### config.mk
export PLATFORM = sky130hd
export DESIGN_NAME = uart_rx_os16_flat
export DESIGN_NICKNAME = d
export VERILOG_FILES = /design/src/rtl/uart_rx_os16_if.sv /design/src/rtl/uart_rx_os16.sv /design/src/flat_wrapper.sv
export SDC_FILE = /design/constraint.sdc
export NUM_CORES = 1
export LEC_CHECK = 0
export CAP_MARGIN = 20
export CORE_MARGIN = 2
export CORE_UTILIZATION = 33
export CTS_CLUSTER_SIZE = 24
export DETAILED_ROUTE_END_ITERATION = 10
export PLACE_DENSITY = 0.53
export SYNTH_ARGS = -nofsm -noshare
export SYNTH_HDL_FRONTEND = slang
export SYNTH_SLANG_ARGS = --single-unit
### constraint.sdc
create_clock -name clk -period 1.63 [get_ports clk]
set_input_delay 0.2445 -clock clk [delete_from_list [all_inputs] [get_ports clk]]
set_output_delay 0.2445 -clock clk [all_outputs]
set_load 0.01 [all_outputs]
### src/rtl/uart_rx_os16_if.sv
// uart_rx_os16_if: byte hand-off channel between the UART receiver and its consumer.
//
// Signals:
//   rx_data  - last accepted byte (receiver -> consumer)
//   rx_valid - rx_data holds an unread byte (receiver -> consumer)
//   rx_ack   - consumer takes the byte, qualified by rx_valid (consumer -> receiver)
//
// Modports:
//   master - receiver side: drives rx_data/rx_valid, samples rx_ack
//   slave  - consumer side: samples rx_data/rx_valid, drives rx_ack
interface uart_rx_os16_if;
    logic [7:0] rx_data;
    logic       rx_valid;
    logic       rx_ack;

    modport master (
        output rx_data,
        output rx_valid,
        input  rx_ack
    );

    modport slave (
        input  rx_data,
        input  rx_valid,
        output rx_ack
    );
endinterface

### src/rtl/uart_rx_os16.sv
// uart_rx_os16: single-clock UART receiver, 16x oversampling, internal baud-tick generator.
// Frames are 8N1, or 8E1 when UART_RX_PARITY_EN is defined (adds the parity state and
// parity_err; without it parity_err is tied low).
//
// Ports:
//   clk        - system clock, rising edge
//   reset      - synchronous, active-high
//   rx_in      - asynchronous serial line, idle high
//   rx_bus     - byte hand-off (master modport): rx_data, rx_valid out; rx_ack in
//   rx_busy    - a frame is in progress
//   frame_err  - one-cycle pulse when the stop bit is sampled low
//   parity_err - one-cycle pulse on even-parity mismatch
//   overrun    - sticky, a byte was dropped because rx_valid was still set
module uart_rx_os16 #(
    parameter int unsigned CLK_FREQ = 50000000,
    parameter int unsigned BAUD     = 9600,
    parameter int unsigned DIV      = CLK_FREQ / (16 * BAUD)
) (
    input  logic           clk,
    input  logic           reset,
    input  logic           rx_in,
    uart_rx_os16_if.master rx_bus,
    output logic           rx_busy,
    output logic           frame_err,
    output logic           parity_err,
    output logic           overrun
);

    localparam logic [15:0] DivLast = 16'(DIV - 1);

    typedef enum logic [2:0] {
        StIdle,
        StStart,
        StData,
`ifdef UART_RX_PARITY_EN
        StParity,
`endif
        StStop
    } state_e;

    state_e      state_q, state_d;
    logic [15:0] div_cnt_q;
    logic        tick;
    logic [1:0]  sync_q;
    logic        rx_s;
    logic [3:0]  os_cnt_q;
    logic [2:0]  bit_cnt_q;
    logic [7:0]  shift_q;
    logic        par_bad;
    logic        os_clr, bit_smp, stop_smp;
    logic [7:0]  rx_data_q;
    logic        rx_valid_q, overrun_q, frame_err_q;
    logic        deliver;

    // Baud tick: free-running 0..DIV-1, one-cycle tick on the last count.
    assign tick = (div_cnt_q == DivLast);

    always_ff @(posedge clk) begin
        if (reset || tick) begin
            div_cnt_q <= '0;
        end else begin
            div_cnt_q <= div_cnt_q + 16'd1;
        end
    end

    // Two-flop synchronizer, reset to the idle level so reset never looks like a start bit.
    always_ff @(posedge clk) begin
        if (reset) begin
            sync_q <= 2'b11;
        end else begin
            sync_q <= {sync_q[0], rx_in};
        end
    end
    assign rx_s = sync_q[1];

    // FSM state register
    always_ff @(posedge clk) begin
        if (reset) begin
            state_q <= StIdle;
        end else begin
            state_q <= state_d;
        end
    end

    // FSM next state
    always_comb begin
        state_d = state_q;
        if (tick) begin
            unique case (state_q)
                StIdle:  if (!rx_s) state_d = StStart;
                // Mid start bit: a high line here means the falling edge was a glitch.
                StStart: if (os_cnt_q == 4'd7) state_d = rx_s ? StIdle : StData;
                StData: begin
                    if (os_cnt_q == 4'd15 && bit_cnt_q == 3'd7) begin
`ifdef UART_RX_PARITY_EN
                        state_d = StParity;
`else
                        state_d = StStop;
`endif
                    end
                end
`ifdef UART_RX_PARITY_EN
                StParity: if (os_cnt_q == 4'd15) state_d = StStop;
`endif
                StStop:  if (os_cnt_q == 4'd15) state_d = StIdle;
                default: state_d = StIdle;
            endcase
        end
    end

    // FSM outputs / datapath strobes
    always_comb begin
        rx_busy  = (state_q != StIdle);
        // os_cnt is held at 0 in idle and restarts after the start-bit sample; elsewhere it
        // simply wraps 15 -> 0, which lines up the next sample 16 ticks later.
        os_clr   = (state_q == StIdle) || (state_q == StStart && os_cnt_q == 4'd7);
        bit_smp  = tick && (state_q == StData) && (os_cnt_q == 4'd15);
        stop_smp = tick && (state_q == StStop) && (os_cnt_q == 4'd15);
    end

    always_ff @(posedge clk) begin
        if (reset) begin
            os_cnt_q  <= '0;
            bit_cnt_q <= '0;
            shift_q   <= '0;
        end else if (tick) begin
            os_cnt_q <= os_clr ? 4'd0 : os_cnt_q + 4'd1;
            if (state_q == StStart) begin
                bit_cnt_q <= '0;
            end
            if (bit_smp) begin
                shift_q   <= {rx_s, shift_q[7:1]};  // LSB first
                bit_cnt_q <= bit_cnt_q + 3'd1;
            end
        end
    end

`ifdef UART_RX_PARITY_EN
    logic par_err_q;

    always_ff @(posedge clk) begin
        if (reset) begin
            par_err_q <= 1'b0;
        end else if (tick) begin
            if (state_q == StStart) begin
                par_err_q <= 1'b0;
            end else if (state_q == StParity && os_cnt_q == 4'd15) begin
                par_err_q <= rx_s ^ (^shift_q);  // even parity
            end
        end
    end
    assign par_bad = par_err_q;

    logic parity_err_q;
    always_ff @(posedge clk) begin
        if (reset) begin
            parity_err_q <= 1'b0;
        end else begin
            // A low stop bit takes precedence: report the framing error only.
            parity_err_q <= stop_smp && rx_s && par_err_q;
        end
    end
    assign parity_err = parity_err_q;
`else
    assign par_bad    = 1'b0;
    assign parity_err = 1'b0;
`endif

    // Hand-off register
    assign deliver = stop_smp && rx_s && !par_bad;

    always_ff @(posedge clk) begin
        if (reset) begin
            rx_data_q   <= '0;
            rx_valid_q  <= 1'b0;
            overrun_q   <= 1'b0;
            frame_err_q <= 1'b0;
        end else begin
            frame_err_q <= stop_smp && !rx_s;
            if (deliver) begin
                if (!rx_valid_q || rx_bus.rx_ack) begin
                    rx_data_q  <= shift_q;
                    rx_valid_q <= 1'b1;
                end else begin
                    overrun_q <= 1'b1;
                end
            end else if (rx_bus.rx_ack && rx_valid_q) begin
                rx_valid_q <= 1'b0;
                overrun_q  <= 1'b0;
            end
        end
    end

    assign rx_bus.rx_data  = rx_data_q;
    assign rx_bus.rx_valid = rx_valid_q;
    assign overrun         = overrun_q;
    assign frame_err       = frame_err_q;

endmodule
### src/flat_wrapper.sv
// flat-port wrapper written by rule: the top's interface ports become plain ports
module uart_rx_os16_flat 
#(
    parameter int unsigned CLK_FREQ = 50000000,
    parameter int unsigned BAUD     = 9600,
    parameter int unsigned DIV      = CLK_FREQ / (16 * BAUD)
)
  (clk, reset, rx_in, rx_busy, frame_err, parity_err, overrun, rx_bus_rx_data, rx_bus_rx_valid, rx_bus_rx_ack);
  uart_rx_os16_if rx_bus_i ();
  input  logic clk;
  input  logic reset;
  input  logic rx_in;
  output logic rx_busy;
  output logic frame_err;
  output logic parity_err;
  output logic overrun;
  output wire logic [$bits(rx_bus_i.rx_data)-1:0] rx_bus_rx_data;
  output wire logic [$bits(rx_bus_i.rx_valid)-1:0] rx_bus_rx_valid;
  input wire logic [$bits(rx_bus_i.rx_ack)-1:0] rx_bus_rx_ack;
  assign rx_bus_rx_data = rx_bus_i.rx_data;
  assign rx_bus_rx_valid = rx_bus_i.rx_valid;
  assign rx_bus_i.rx_ack = rx_bus_rx_ack;
  uart_rx_os16 #(.CLK_FREQ(CLK_FREQ), .BAUD(BAUD), .DIV(DIV)) u_core (.clk(clk), .reset(reset), .rx_in(rx_in), .rx_bus(rx_bus_i), .rx_busy(rx_busy), .frame_err(frame_err), .parity_err(parity_err), .overrun(overrun));
endmodule
==> results of run 1 <==
synth_stat cells (2+ instances only):
cell type and n:
nand4_1 4, xnor2_1 11, clkbuf_1 4, xor2_1 2, inv_1 9, o21ai_0 4, nor2_1 23, mux2i_1 15
o211ai_1 2, a21oi_1 10, nor4_4 2, nand2_1 9, or2_2 3, nor4_1 3, nor3_1 6, ha_1 5
o32ai_1 2, nand3_1 8, nand2b_1 19, nand4b_1 2, dfxtp_1 46, buf_2 3
sequential cells by signal, indices dropped and copies added, names as in the netlist:
register                cells
u_core.rx_bus.rx_valid      1
u_core.shift_q              8
u_core.bit_cnt_q            3
u_core.overrun              1
u_core.os_cnt_q             4
u_core.rx_bus.rx_data       8
u_core.state_q              2
u_core.sync_q               2
u_core.div_cnt_q           16
u_core.frame_err            1
cells in the final DEF, fill, tap and decap left out, types with 4 or more instances in the layout:
cell type,synthesis,final
nand3_1,8,8
a21oi_1,10,8
ha_1,5,4
xnor2_1,11,11
clkdlybuf4s50_1,0,14
mux2i_1,15,15
buf_4,1,26
nand4_1,4,4
dfxtp_1,46,40
inv_1,9,7
nor2_1,23,22
nor3_1,6,6
dfxtp_2,0,6
clkbuf_8,0,5
nand2b_1,19,19
nand2_1,9,8
critical path, delay by kind of cell (launching register included):
kind                   cells  cell delay, ns
buffers and inverters      2            0.37
flip-flops                 1            0.35
AND/OR/NAND/NOR            1            0.31
per-layer routing:
| layer | up-vias | share of wire (%) | track usage, % |
|---|---|---|---|
| li1 | 831 | - | - |
| met1 | 717 | 53 | 17.0 |
| met2 | 20 | 42 | 18.2 |
| met3 | 7 | 2.8 | 3.18 |
| met4 | 0 | 2.1 | 5.37 |
| met5 | - | 0 | 0 |
kinds of logic after synthesis:
family | count (synthesis) | synth area share (%)
buf+inv | 17 | 3.48
other cells | 1 | 0.183
mux | 15 | 7.32
fa+ha+maj | 5 | 3.05
flops | 46 | 44.9
xor+xnor | 13 | 5.55
compound gates | 26 | 8.24
simple gates | 92 | 27.3
cell type report:
class                           count  area share (%)
Multi-Input combinational cell    152            41.3
Sequential cell                    46            35.0
Clock inverter                      3            1.70
Timing Repair Buffer               44            14.6
Tap cell                           75            3.54
Clock buffer                        5            2.59
Inverter                            9            1.27
through the flow:
stage               hold slack, ns  instance area, um^2  worst slack [ns]
global route                 0.445                 2650           -0.0483
floorplan                    0.348                 2050            0.0116
finish                       0.420                 2650            0.0595
detailed placement           0.400                 2470           -0.0342
global placement             0.401                 2470          -0.00518
CTS                          0.424                 2580           0.00570
worst min path at each step:
stage / slack [ns] / end
CTS: 0.42 / u_core.sync_q[1]
global route: 0.45 / u_core.sync_q[1]
floorplan: 0.35 / u_core.sync_q[0]
finish: 0.42 / u_core.sync_q[1]
global placement: 0.40 / u_core.sync_q[1]
detailed placement: 0.40 / u_core.sync_q[1]
power breakdown:
part	switching [uW]	internal, uW	total [uW]
Clock	408	456	864
Combinational	37.1	39.4	76.5
Sequential	5.75	1130	1140
Total	451	1630	2080
repair_timing:
| item | in CTS | in global routing |
|---|---|---|
| setup buffers | 0 | 3 |
| setup endpoints to repair | 17 | 38 |
| gates resized for setup | 4 | 16 |
| cloned | 0 | 0 |
| pin swaps | 0 | 5 |
==> summary.md, run 1 <==
| Metric | Value |
|---|---|
| Crit path time final | 1.57 ns |
| WL per Instance | 12.1 um |
| Worst Setup SP | u_core.state_q[1] |
| Io pins | 17 |
| Crit Reg-Reg Startpoint | u_core.div_cnt_q[1] |
| Sink Count | 46 |
| Top post-synthesis cells by area | dfxtp_1, mux2i_1, nand2b_1 |
| Crit-path max FO | 5 |
| GR Overflow Total | 0 |
| Die Area | ~7000 um^2 |
| Slowest stage delay, CP | 0.35 ns |
| ANT nets after route | 0 |
| Core Area | 5960 um^2 |
| Leading area contributor after synthesis | dfxtp_1 |
| Synth Instances | 215 |
| Post-placement cell count | 323 |
| Syn_area_per_cell | 9.54 um^2 |
| Hold path depth | 1 |
| Vias in the first global route | 1474 |
| Largest net degree at the start of global routing | 19 |
| 1st-pass router iterations | 4 |
| Fillers | 614 |
| Worst reg2reg setup slack | 0.07 ns |
| Lkg Pwr | 0.000942 uW |
| Gpl congestion | 0.735 |
| CTS H-Tree Depth | 2 |
| Initial core utilization | between 30% and 40% |
| Max-slew violation count | 0 |
| Fin util | 44.5% |
| Syn Nets | approximately 220 |
| Synthesis-to-layout area growth | 29.3% |
| Die height | between 80 and 90 um |
| Maximum buffer depth of the clock tree | 2 |
| Root Driver | clkbuf_8 |
| Sequential-to-total area share from yosys stat | 44.9% |
| Std-Cell Rows | 28 |
| TritonCTS clock tree | yes |
| Sequential cell area | 928 um^2 |
| Critical path class | reg2out |
| Final period utilization | 96.3% |
| Yosys top cell area share | 44.9% |
| Vias | 1575 |
| Clk slew on worst S/H paths | about 0.090 ns |
| Setup TNS | 0 ns |
| Gr usage total | around 12% |
| Worst R2R Path Depth | 7 |
| Synth Flop Type | dfxtp_1 |
| Flops & latches, synth | 46 |
| Pwr Density | 784 nW/um^2 |
| Synthesis Warnings | 0 |
| Worst clock skew | 0.00927 ns |
| Critical Path AT | between 1 and 1.5 ns |
| Max Cap Viol | 0 |
| Yosys cell types | 45 |
| DR vias/cell | 4.72 |
| Initial detailed-routing violation count | 36 |
| First-pass GRT wire length | about 6.9 mm |
| Die width | 82.8 um |
| Post-route insts no fill | 334 |
| Total Power | roughly 2100 uW |
| Setup crit end kind | primary output |
| # hold bufs at CTS | 0 |
| DP Wirelength | 2.86 mm |
| Slowest-stage cell, CP | dfxtp_2 |
| RSZ-0062 raised after global routing | true |
| Routed wire length | 4.04 mm |
| VDD IR max | 0.397 mV |
| Async SR Flop Fraction | 0% |
| Share of layout cells above drive strength 1 | 24.7% |
| Multi-input gate area | 1090 um^2 |
| Max Clk Rate | ~640 MHz |
| CP endpoint | rx_busy |
| Hold Crit Start | u_core.sync_q[0] |
| Diodes inserted | 0 |
| Post-synth EDFFs | 0 |
| Buffers added on ports | 15 |
| Data required time at the worst endpoint | approximately 1.4 ns |
| Initial antenna violation count | 0 |
| Crit path cell chain | buf_4 > or2_2 > clkdlybuf4s15_1 |
| Clock latency on the worst-skew pair | about 0.3 ns |
| Worst R2R End | u_core.rx_bus.rx_data[6] |
| Hold crit path type | reg2reg |
| Worst setup SP type | flip-flop |
| # nets final | 267 |
| Status | completed |
| Final setup viols | 0 |
| Total clock buffers created by CTS | 5 |
| Synthesized area | ~2100 um^2 |
| Remaining DRCs | 0 |
| Final hold violations | 0 |
Note: power is estimated with default switching activity, not from simulation.
==> run 2, diff against run 1 <==
--- a/config.mk
+++ b/config.mk
@@ -5,6 +5,7 @@
 export SDC_FILE = /design/constraint.sdc
 export NUM_CORES = 1
 export LEC_CHECK = 0
+export ABC_AREA = 1
 export CAP_MARGIN = 20
 export CORE_MARGIN = 2
 export CORE_UTILIZATION = 33
==> run 2 against run 1 <==
Net effect:
- sequential power is essentially flat
- hold slack worse by 0.010 ns
- combinational power down 19%
- synthesized cell count grew 53%
- clock-buffer cell count did not move
- design area up 3.3%
- critical path type is now reg2reg
- sequential cell count unchanged
==> summary.md, run 2 <==
| Metric | Value |
|---|---|
| Top post-synthesis cells by area | dfxtp_1, nand2_1, nor2_1 |
| Commonest non-fill, non-tap cells in the layout | nand2_1, nor2_1, inv_1, dfxtp_1, a21oi_1 |
| TritonCTS clock tree | yes |
| Synthesis-to-layout area growth | 21.4% |
| Vias | 1951 |
| Hold crit path type | reg2reg |
| Worst reg2reg setup slack | between 0.1 and 0.15 ns |
| Critical path class | reg2reg |
| Largest net degree at the start of global routing | 20 |
| Max-slew violation count | 0 |
| Lkg Pwr | 0.00122 uW |
| Max Cap Viol | 0 |
| VDD IR max | 0.488 mV |
| Worst setup SP type | flip-flop |
| Synth Instances | 330 |
| Worst R2R Path Depth | 11 |
| Setup crit end kind | flip-flop |
| Hold_ws | 0.410 ns |
| Post-synth EDFFs | 0 |
| Vias in the first global route | 1842 |
| Io pins | 17 |
| Clk slew on worst S/H paths | 0.09 ns |
| Final period utilization | 92.9% |
| Sequential-to-total area share from yosys stat | 40.8% |
| Top reg by flops | u_core.div_cnt_q |
| Initial core utilization | 33.6% |
| Max Clk Rate | ~660 MHz |
| Setup TNS | 0 ns |
| Total clock buffers created by CTS | 5 |
| GR Overflow Total | 0 |
| Post-route cell area | approximately 2700 um^2 |
| Clock latency on the worst-skew pair | roughly 0.30 ns |
| Sink Count | 46 |
| # nets final | 364 |
| Die width | 86.7 um |
| Share of layout cells above drive strength 1 | approximately 14% |
| Syn_area_per_cell | 6.84 um^2 |
| Synthesis Warnings | 0 |
| ANT nets after route | 0 |
| CTS H-Tree Depth | 2 |
| Commonest non-fill, non-tap cell in the layout | nand2_1 |
| Data required time at the worst endpoint | 1.86 ns |
| CP endpoint | u_core.bit_cnt_q[1] |
| Core Area | 6720 um^2 |
| Die height | around 87 um |
| First-pass GRT wire length | approximately 8 mm |
| Critical Path AT | 1.75 ns |
| Initial detailed-routing violation count | 84 |
| Synth Flop Type | dfxtp_1 |
| Worst clock skew | 0.00699 ns |
| Remaining DRCs | 0 |
| Syn Nets | roughly 340 |
| Routed wire length | 4.62 mm |
| Crit-path max FO | 5 |
| Std-Cell Rows | 30 |
| Synthesized area | 2260 um^2 |
| Most frequent cell after synthesis | nand2_1 |
| Crit path time final | around 1.5 ns |
| DP Wirelength | 3.13 mm |
| Leading area contributor after synthesis | dfxtp_1 |
| RSZ-0062 raised after global routing | false |
| Initial antenna violation count | 0 |
| Crit Reg-Reg Startpoint | u_core.div_cnt_q[0] |
| Yosys cell types | 29 |
| Worst Setup SP | u_core.div_cnt_q[0] |
| Largest register FFs | 16 |
| Diodes inserted | 0 |
| Root Driver | clkbuf_8 |
| Yosys top cell area share | 40.8% |
| Die Area | ~7500 um^2 |
| # hold bufs at CTS | 0 |
| Synth cell count leaders | nand2_1, nor2_1, dfxtp_1, inv_1, a21oi_1 |
| Async SR Flop Fraction | 0% |
| Gpl congestion | just under 0.8 |
| Final hold violations | 0 |
| Gr usage total | roughly an eighth |
| DR vias/cell | around 4.5 |
| Setup WS post-layout | 0.116 ns |
| 1st-pass router iterations | 4 |
| Hold path depth | 1 |
| Flops & latches, synth | 46 |
| Buffers added on ports | 15 |
| Pre-CTS setup slack | 0.0270 ns |
| Worst R2R End | u_core.bit_cnt_q[1] |
| WL per Instance | around 11 um |
| Post-Place Cell Area | 2510 um^2 |
| Final setup viols | 0 |
| Maximum buffer depth of the clock tree | 2 |
| Status | completed |
| Pwr Density | 754 nW/um^2 |
run 2: cell types whose count changed in the layout (fill, tap and decap cells not counted), sizes merged, moves of 15 or more:
cell    change
nand2      +75
nor2       +50
inv        +40
buf        -20
nand2b     -19
mux2i      -15
run 2: repair_timing:
| item | 4_1_cts | 5_1_grt |
|---|---|---|
| pin swaps | 0 | 5 |
| setup buffers | 0 | 3 |
| gates resized for setup | 3 | 26 |
| endpoints found under the setup margin | 1 | 38 |
| gates cloned | 0 | 1 |
run 2: metal layers:
metal  track usage, %  vias to the layer above  part of all wire, %
met4             3.41                        0                 0.54
met5                0                        -                    0
met3             2.57                        2                  1.9
met1             17.0                      867                   49
li1                 -                     1067                    -
met2             22.3                       15                   48
run 2: power by group:
group	switching [uW]	internal (uW)	leakage, uW
registers	7.78	1130	0.000375
logic	35.6	26.4	0.000790
clock network	407	460	0.0000585
total	451	1620	0.00122
run 2: through the flow:
stage               utilization [%]  power (uW)  std cells
floorplan                         -        1200        330
global placement               37.4        1230        424
detailed placement             37.4        1230        424
CTS                            39.2        2110        432
global route                   40.8        2150        436
finish                         40.8        2070        436
run 2: final cells by class:
type,count,area [um^2]
repair buffers,24,248
multi-input cells,230,1160
flip-flops and latches,46,933
clock buffers,5,68.8
clock inverters,3,43.8
inverters,48,185
fillers,728,3980
well taps,80,100
run 2: worst min path at each step:
stage	startpoint	end	slack, ns
2_1_floorplan	rx_in	u_core.sync_q[0]	0.35
3_3_place_gp	u_core.sync_q[0]	u_core.sync_q[1]	0.39
3_5_place_dp	u_core.sync_q[0]	u_core.sync_q[1]	0.40
4_1_cts	u_core.sync_q[0]	u_core.sync_q[1]	0.41
5_1_grt	u_core.sync_q[0]	u_core.sync_q[1]	0.43
6_report	u_core.sync_q[0]	u_core.sync_q[1]	0.41
run 2: critical path, stage by stage (launching register included):
cell and delay [ns]:
dfxtp_2 0.35, inv_2 0.04, ha_2 0.17, nand2_2 0.05, inv_2 0.05, nand2_2 0.05
nor2_4 0.19, nand2_4 0.11, inv_6 0.10, buf_6 0.11, nand3_1 0.08, a21oi_2 0.15
run 2: logic make-up (layout without fill, tap and decap cells):
family                     after synthesis  in the layout  synth area share (%)
buffers and inverters                   55             80                  10.4
and+or+nand+nor                        195            196                  38.7
DFF                                     46             46                  40.8
AOI/OAI and AO/OA                       23             23                  5.21
xor gates and xnor gates                 5              5                  1.94
adders and majority gates                5              5                  2.77
other                                    1              1                 0.166
==> run 3, diff against run 2 <==
--- a/config.mk
+++ b/config.mk
@@ -7,11 +7,12 @@
 export LEC_CHECK = 0
 export ABC_AREA = 1
 export CAP_MARGIN = 20
-export CORE_MARGIN = 2
+export CORE_MARGIN = 10
 export CORE_UTILIZATION = 33
 export CTS_CLUSTER_SIZE = 24
 export DETAILED_ROUTE_END_ITERATION = 10
 export PLACE_DENSITY = 0.53
+export SETUP_SLACK_MARGIN = 0.5
 export SYNTH_ARGS = -nofsm -noshare
 export SYNTH_HDL_FRONTEND = slang
 export SYNTH_SLANG_ARGS = --single-unit
==> constraint.sdc (replaced) <==
create_clock -name clk -period 1.25 [get_ports clk]
set_input_delay 0.1875 -clock clk [delete_from_list [all_inputs] [get_ports clk]]
set_output_delay 0.1875 -clock clk [all_outputs]
set_load 0.01 [all_outputs]
==> run 3 against run 2 <==
Net effect:
- the run now ends with setup timing left
- global-route usage shrank 2.8 points
- worst setup slack lost 0.31 ns
- first-iteration DRC count grew 31%
- utilization grew 10 points
- total power grew 32%
- highest routed layer unchanged
- critical endpoint is now u_core.os_cnt_q[2]
- final cell count grew 10%
==> summary.md, run 3 (synthesis gave the netlist of run 2 again) <==
| Metric | Value |
|---|---|
| Post-placement cell count | 461 |
| Total clock buffers created by CTS | 5 |
| Vias in the first global route | 1997 |
| Maximum buffer depth of the clock tree | 2 |
| TritonCTS clock tree | yes |
| Status | complete, but fails checks |
| Clock latency on the worst-skew pair | 0.30 ns |
| Root Driver | clkbuf_8 |
| Initial core utilization | 33.6% |
| # hold bufs at CTS | 0 |
| Synthesis-to-layout area growth | 51.5% |
| Post-route insts no fill | between 400 and 500 |
| Failing checks | setup timing |
| Critical path class | reg2reg |
| Crit path cell chain | inv_2 > ha_4 > nand2_2 > inv_2 > nand2_2 > nor2_4 > buf_12 > nand2_8 > clkinv_8 > buf_8 > nand2_4 > a21oi_2 |
| Final hold violations | 0 |
| # nets final | 409 |
| Sw power | approximately 610 uW |
| Initial detailed-routing violation count | 110 |
| Crit path time final | 1.45 ns |
| Commonest non-fill, non-tap cells in the layout | nand2_1, nor2_1, buf_4, inv_1, dfxtp_1 |
| Data required time at the worst endpoint | ~1.5 ns |
| Die width | 103 um |
| Std-Cell Rows | 30 |
| Io pins | 17 |
| RSZ-0062 raised after global routing | true |
| Core Area | 6720 um^2 |
| Diodes inserted | 0 |
| Gr usage total | 10.3% |
| Largest net degree at the start of global routing | 19 |
| Commonest non-fill, non-tap cell in the layout | nand2_1 |
| Hold crit path type | in2reg |
| Share of layout cells above drive strength 1 | 42.9% |
| Final period utilization | 116% |
| Die height | just over 100 um |
| Int Pwr | 2120 uW |
| GR Overflow Total | 0 |
| Final setup viols | 43 |
| Worst clock skew | 0.00762 ns |
| Lkg Pwr | 0.00152 uW |
| Clock power share | 41.4% |
| ANT nets after route | 0 |
| Max Cap Viol | 0 |
| Initial antenna violation count | 0 |
| Comb pwr share | about 4.3% |
| Slowest stage delay, CP | 0.34 ns |
| Setup crit end kind | flip-flop |
| DR vias/cell | 4.50 |
| Register share of total power | 54.2% |
| Largest register FFs | 16 |
| Pwr Density | 800 nW/um^2 |
| Critical Path AT | 1.68 ns |
| Setup WS post-layout | -0.196 ns |
| Max-slew violation count | 0 |
| Top reg by flops | u_core.div_cnt_q |
| First-pass GRT wire length | 8.81 mm |
| Switch share | 22.4% |
| Worst setup SP type | flip-flop |
| Slowest-stage cell, CP | dfxtp_2 |
| Die Area | 10500 um^2 |
| Buffers added on ports | 15 |
| Vias | between 2000 and 2500 |
| CTS H-Tree Depth | 2 |
| 1st-pass router iterations | 4 |
| Sink Count | between 40 and 50 |
| Gpl congestion | 0.799 |
| Remaining DRCs | 0 |
| DP Wirelength | 3.71 mm |
| WL per Instance | 11.5 um |
| Clk slew on worst S/H paths | ~0.090 ns |
| VDD IR max | 0.501 mV |
| Max Clk Rate | ~700 MHz |
| Setup TNS | -5.22 ns |
| Fillers | 645 |
| Routed wire length | 5.53 mm |
| Pre-CTS setup slack | -0.257 ns |
| Crit-path max FO | 5 |
## run 3: cell count changes in the layout (fill, tap and decap cells not counted), moves of 8 or more
cell	change
a21oi_1	-10
a21oi_2	+10
buf_4	+40
buf_6	+11
clkdlybuf4s50_1	-12
dfxtp_1	-15
dfxtp_2	+17
nand2_1	-11
nor2_1	-13
nor2_2	+8
## run 3: power by group through the flow
stage | combinational (uW) | clock (uW) | sequential [uW]
floorplan | 61.6 | 0 | 1520
global placement | 95.6 | 0 | 1520
detailed placement | 95.8 | 0 | 1520
CTS | 105 | 1170 | 1480
global route | 131 | 1230 | 1490
finish | 118 | 1130 | 1480
## run 3: through the flow
step | utilization, % | area [um^2] | hold slack [ns] | power (uW)
after floorplan | - | 2350 | 0.291 | 1580
after global placement | 42.7 | 2870 | 0.391 | 1610
after detailed placement | 42.7 | 2870 | 0.398 | 1610
after CTS | 47.0 | 3160 | 0.365 | 2750
after global routing | 50.9 | 3420 | 0.370 | 2850
final | 50.9 | 3420 | 0.367 | 2730
## run 3: layer usage
metal / vias up / wire length, um / part of all wire, % / global-route usage, %
li1: 1159 / - / - / -
met1: 975 / 2490 / 45 / 12.6
met2: 30 / 2750 / 50 / 17.4
met3: 2 / 262 / 4.7 / 2.82
met4: 0 / 27 / 0.49 / 2.93
met5: - / 0 / 0 / 0
## run 3: final cells by class
class / count / area (um^2) / area share, %
multi-input cells: 232 / 1460 / 42.6
flip-flops and latches: 46 / 947 / 27.7
repair buffers: 67 / 608 / 17.8
inverters: 48 / 193 / 5.63
well taps: 80 / 100 / 2.93
clock buffers: 5 / 68.8 / 2.01
clock inverters: 3 / 45.0 / 1.32
## run 3: worst max-delay path, delay by kind of cell (launching register included)
kind            cells  cell delay, ns
buf+inv             5            0.46
flops               1            0.34
simple gates        5            0.33
fa+ha+maj           1            0.13
compound gates      1            0.12
## run 3: final timing paths
kind                                           from                 end  slack, ns  cells past startpoint
worst max register to register  u_core.div_cnt_q[0]  u_core.os_cnt_q[2]      -0.20                     12
worst max-delay path            u_core.div_cnt_q[0]  u_core.os_cnt_q[2]      -0.20                     12
worst min register to register     u_core.sync_q[0]    u_core.sync_q[1]       0.42                      1
worst min-delay path                          reset   u_core.state_q[1]       0.37                      3
## run 3: what timing repair did
action,in CTS,in global routing
setup buffers,3,6
setup endpoints to repair,58,56
gates cloned,1,2
pin swaps,7,27
gates resized for setup,87,53
